File: config.mk
export PLATFORM = sky130hd
export DESIGN_NAME = std_mult_pipe
export DESIGN_NICKNAME = d
export VERILOG_FILES = /design/src/rtl/std_mult_pipe_pkg.sv /design/src/rtl/std_mult_pipe_ctrl.sv /design/src/rtl/std_mult_pipe.sv
export SDC_FILE = /design/constraint.sdc
export NUM_CORES = 1
export LEC_CHECK = 0
export BUFFER_PORTS_ARGS = -buffer_cell sky130_fd_sc_hd__buf_4
export CORE_MARGIN = 2
export CORE_UTILIZATION = 57
export DETAILED_ROUTE_END_ITERATION = 10
export PLACE_DENSITY = 0.88
export SYNTH_ARGS = -nofsm -noshare
export SYNTH_HDL_FRONTEND = slang
export SYNTH_HIERARCHICAL = 1
export SYNTH_SLANG_ARGS = --single-unit
export TNS_END_PERCENT = 1
File: constraint.sdc
create_clock -name clk -period 7.03 [get_ports clk]
set_input_delay 0 -clock clk [delete_from_list [all_inputs] [get_ports clk]]
set_output_delay 0 -clock clk [all_outputs]
set_load 0.005 [all_outputs]
File: src/rtl/std_mult_pipe_pkg.sv
// Shared types and constants for the multi-cycle multiplier.
package std_pkg;

    // Controller states
    typedef enum logic [1:0] {
        IDLE = 2'd0,
        BUSY = 2'd1,
        DONE = 2'd2
    } state_e;

    // Largest supported pipeline depth
    localparam int MAX_STAGES = 8;

    // Counter wide enough to hold any value up to MAX_STAGES
    localparam int CNT_W = $clog2(MAX_STAGES) + 1;

endpackage

File: src/rtl/std_mult_pipe_ctrl.sv
// Control FSM for std_mult_pipe: sequences IDLE -> BUSY -> DONE and emits
// accept/advance/done strobes for the datapath.
module std_mult_pipe_ctrl
    import std_pkg::*;
#(
    parameter int stages = 3
) (
    input  logic clk,
    input  logic reset,
    input  logic valid_i,
    output logic accept_o,
    output logic advance_o,
    output logic done_o
);

    state_e             state_q, state_d;
    logic [CNT_W-1:0]   cnt_q, cnt_d;
    logic               accept_s;

    // State and counter registers
    always_ff @(posedge clk or negedge reset) begin
        if (!reset) begin
            state_q <= IDLE;
            cnt_q   <= {CNT_W{1'b0}};
        end else begin
            state_q <= state_d;
            cnt_q   <= cnt_d;
        end
    end

    // Next-state logic; the counter tracks how many BUSY cycles have elapsed
    always_comb begin
        state_d  = state_q;
        cnt_d    = cnt_q;
        accept_s = 1'b0;
        case (state_q)
            IDLE: begin
                if (valid_i) begin
                    accept_s = 1'b1;
                    if (stages == 1) begin
                        state_d = DONE;
                        cnt_d   = {CNT_W{1'b0}};
                    end else begin
                        state_d = BUSY;
                        cnt_d   = CNT_W'(1);
                    end
                end else begin
                    state_d = IDLE;
                end
            end
            BUSY: begin
                if (cnt_q == CNT_W'(stages - 1)) begin
                    state_d = DONE;
                    cnt_d   = {CNT_W{1'b0}};
                end else begin
                    cnt_d   = cnt_q + CNT_W'(1);
                end
            end
            DONE: begin
                state_d = IDLE;
                cnt_d   = {CNT_W{1'b0}};
            end
            default: begin
                state_d = IDLE;
                cnt_d   = {CNT_W{1'b0}};
            end
        endcase
    end

    assign accept_o  = accept_s;
    assign advance_o = (state_q == BUSY);
    assign done_o    = (state_q == DONE);

endmodule

File: src/rtl/std_mult_pipe.sv
// Fixed-latency unsigned multiplier: operands latched on accept, product
// carried through a shift pipeline, result and ready pulse registered.
module std_mult_pipe
    import std_pkg::*;
#(
    parameter int width  = 32,
    parameter int stages = 3
) (
    input  logic             clk,
    input  logic             reset,
    input  logic             valid,
    input  logic [width-1:0] left,
    input  logic [width-1:0] right,
    output logic [width-1:0] out,
    output logic             ready
);

    logic             accept_s, advance_s, done_s;
    logic [width-1:0] a_q, b_q;
    logic [width-1:0] prod_s;
    logic [width-1:0] final_s;
    logic [width-1:0] out_q;
    logic             ready_q;

    std_mult_pipe_ctrl #(.stages(stages)) u_ctrl (
        .clk       (clk),
        .reset     (reset),
        .valid_i   (valid),
        .accept_o  (accept_s),
        .advance_o (advance_s),
        .done_o    (done_s)
    );

    // Operand latch; operands are frozen for the whole operation
    always_ff @(posedge clk or negedge reset) begin
        if (!reset) begin
            a_q <= {width{1'b0}};
            b_q <= {width{1'b0}};
        end else if (accept_s) begin
            a_q <= left;
            b_q <= right;
        end else begin
            a_q <= a_q;
            b_q <= b_q;
        end
    end

    // Self-determined width keeps only the low product bits (mod 2^width)
    assign prod_s = a_q * b_q;

    generate
        if (stages > 1) begin : g_pipe
            logic [width-1:0] pipe_q [stages-1];

            // Product shift pipeline, moves only while the controller is BUSY
            always_ff @(posedge clk or negedge reset) begin
                if (!reset) begin
                    for (int i = 0; i < stages - 1; i++) begin
                        pipe_q[i] <= {width{1'b0}};
                    end
                end else if (advance_s) begin
                    pipe_q[0] <= prod_s;
                    for (int i = 1; i < stages - 1; i++) begin
                        pipe_q[i] <= pipe_q[i-1];
                    end
                end else begin
                    for (int i = 0; i < stages - 1; i++) begin
                        pipe_q[i] <= pipe_q[i];
                    end
                end
            end

            assign final_s = pipe_q[stages-2];
        end else begin : g_direct
            assign final_s = prod_s;
        end
    endgenerate

    // Output register: result captured together with the one-cycle ready pulse
    always_ff @(posedge clk or negedge reset) begin
        if (!reset) begin
            out_q   <= {width{1'b0}};
            ready_q <= 1'b0;
        end else begin
            ready_q <= done_s;
            if (done_s) begin
                out_q <= final_s;
            end else begin
                out_q <= out_q;
            end
        end
    end

    assign out   = out_q;
    assign ready = ready_q;

endmodule

==> flow_summary.yaml <==
layout:
  multi_input_area_um2: 16300
  fin_nets: 2897
  seq_area_um2: 4220
  drive_gt1_frac: 0.186
  fill_cells: 2816
  syn_to_final_growth_pct: 14.2
detailed_routing:
  drc: 0
  ant_nets: 0
  dr.pass1.iters: 6
  vias: 15636
  via_per_inst: 5.53
  wire_per_inst_um: 19.8
  routed_wl_mm: 55.9
  drt_iter0_drc: 1280
logic_synthesis:
  synth_edf_count: 0
  synthArstFlopShare: 1.00
  ys_types: 66
  synth.avg_cell_area_um2: 10.4
  syn_area_um2: 22200
  ys.warnings.count: 6
  synthCells: 2137
  synth_fp_nets: 2737
  synthFlopType: "dfrtp_1"
  yosysSeqAreaShare: 0.188
  ys_seq_elements: 167
clocking:
  clock_sinks: 167
  cts_tree: "done"
  cts_buffers: 17
  clockRootBuffer: "clkbuf_16"
  cts.path.max_buffers: 2
  clkTransAtPathRegs_ps: 80
  ctsHtreeMaxLevel: 4
  insertion_delay_ps: 480
global_route:
  grt_pass1_wl_mm: 90.8
  grt.total_usage: 0.289
  first_global_vias: 17402
  grt_max_degree: 99
  grt.overflow.total: 0
  grt_antenna_before_repair: 2
timing:
  fin_crit_ps: 6930
  fin_hold_ws_ps: 183
  finalHoldViolCount: 0
  max_slew.worst_pin.slew_ps: 1020
  post-route-period-util: 0.986
  rsz0062_at_grt: "true"
  slew_headroom: 0.320
  finClkSkew_ps: 18.5
  fmax_ghz: 0.144
  slew_viol_final: 0
  finalSetupViolations: 0
placed_design:
  portBuffers: 99
  routabilityCongestion: 0.912
  dpl.hpwl_mm: 43.0
worst_setup_path:
  setup.worst_path.class: "flop to flop"
  required_ps: 7410
  cp.arrival_ps: 7310
  reg2reg_depth: 20
  crit_fanout: 8
  rrSetupSlack_ps: 100
  worst_setup_path_start_kind: "flop"
  critPathCaptureType: "flop"
die:
  die_y_um: 201
  die_x_um: 201
  initial_core_util: 0.576
  num_rows: 72
  die_area_um2: 40500
  core_um2: 38600
  io-pin-count: 100
flow_run:
  maxCapViolCount: 0
status:
  status: "complete, no violations"
hold_path:
  hold_class: "input pin to async pin"
## synthesized netlist by cell type (all sizes together) (4+ instances only)
cell,instances,area [µm²]
mux2,143,1610
nand4,5,31.3
clkbuf,101,379
a21o,7,52.6
inv,377,1420
dfrtp,167,4180
a31oi,5,37.5
a21oi,30,154
and2,367,2300
a31o,5,43.8
o211ai,4,35.0
o21a,5,37.5
or3,7,48.8
nor2b,6,37.5
fa,408,8170
xor2,15,139
o21ai,22,118
nand2,180,683
buf,8,37.5
ha,125,1560
xnor2,58,523
nor2,27,101
a211oi,5,37.5
nand3,13,65.1
## final cells by class
| cell class | count | share of cell area |
|---|---|---|
| tap | 518 | 0.0256 |
| inverter | 377 | 0.0558 |
| clock buffer | 17 | 0.0168 |
| sequential | 167 | 0.167 |
| timing repair buffer | 250 | 0.0846 |
| antenna | 1 | 0.0000987 |
| clock inverter | 15 | 0.00745 |
| multi-input combinational | 1484 | 0.643 |
## per-stage QoR
stage	instances	cell area, µm²	setup TNS (ps)	worst slack (ps)	utilization
finish	2829	25400	0	99.2	0.658
global route	2828	25300	-166	-56.1	0.657
CTS	2810	25100	0	4.05	0.650
detailed placement	2712	23800	-922	-217	0.616
global placement	2712	23800	0	0.894	0.616
floorplan	2137	22200	0	323	-
## worst paths after layout
check | start | end
worst min-delay path | reset | g_pipe.pipe_q[58]$_DFFE_PN0P_
worst max register to register | a_q[19]$_DFFE_PN0P_ | g_pipe.pipe_q[63]$_DFFE_PN0P_
min in group clk | right[0] | b_q[0]$_DFFE_PN0P_
worst max-delay path | a_q[19]$_DFFE_PN0P_ | g_pipe.pipe_q[63]$_DFFE_PN0P_
worst min register to register | g_pipe.pipe_q[55]$_DFFE_PN0P_ | g_pipe.pipe_q[55]$_DFFE_PN0P_
max in group asynchronous | reset | a_q[7]$_DFFE_PN0P_
## registers in the layout, summed over array words and instances (netlist names)
register,count
a_q,32
b_q,32
final_s,32
g_pipe.pipe_q,32
out,32
ready,1
u_ctrl/cnt_q,4
u_ctrl/state_q,2
## critical path, cell delays in order, from the launching register on
cell      delay (ps)
dfrtp_1          490
buf_4            220
and2_1           180
fa_1             530
inv_1             50
fa_1             550
fa_1             590
fa_1             450
fa_1             590
fa_1             460
fa_1             430
fa_1             570
inv_1             60
ha_1             340
and2_1           220
and3_1           210
a32o_1           220
a21oi_2          150
a311oi_2         120
xnor2_1          140
mux2_4           260
## cell families after synthesis
group / after synthesis / synth area share
DFF: 167 / 0.188
xor gates and xnor gates: 74 / 0.0308
and+or+nand+nor: 628 / 0.154
muxes: 143 / 0.0727
adders and majority gates: 533 / 0.438
buffers and inverters: 486 / 0.0825
AOI/OAI and AO/OA: 106 / 0.0326
## routing by layer
layer  vias up  track usage  part of all wire
li1       6790            -                 -
met1      8032        0.373              0.39
met2       682        0.477              0.49
met3       132       0.0664             0.080
met4         0        0.116             0.037
met5         -            0                 0
## repair_timing
action / 4_1_cts / 5_1_grt
endpoints found under the hold margin: 164 / 0
resized for setup: 14 / 45
hold buffers: 66 / 0
buffers inserted: 0 / 18
endpoints found under the setup margin: 9 / 11
pin swaps: 0 / 2
## layout by cell type, fill, tap and decap left out, types with 4 or more instances in the layout
master           n
a211oi_1         5
a21o_1           7
a21oi_1         28
and2_1         364
buf_12           8
buf_4          171
clkbuf_16       17
clkinv_8         4
dfrtp_1        139
dfrtp_2         24
dfrtp_4          4
dlygate4sd3_1   66
fa_1           404
fa_2             4
ha_1           119
inv_1          376
inv_6            4
mux2_2         142
nand2_1        177
nand3_1         12
nand4_1          5
nor2_1          23
nor2b_1          6
o21a_1           4
o21ai_0         14
o21ai_1          6
or3_1            6
xnor2_1         56
xor2_1          14
Power is not shown: default switching activity piles up to over one toggle a cycle in this logic, so the estimate is an artifact.
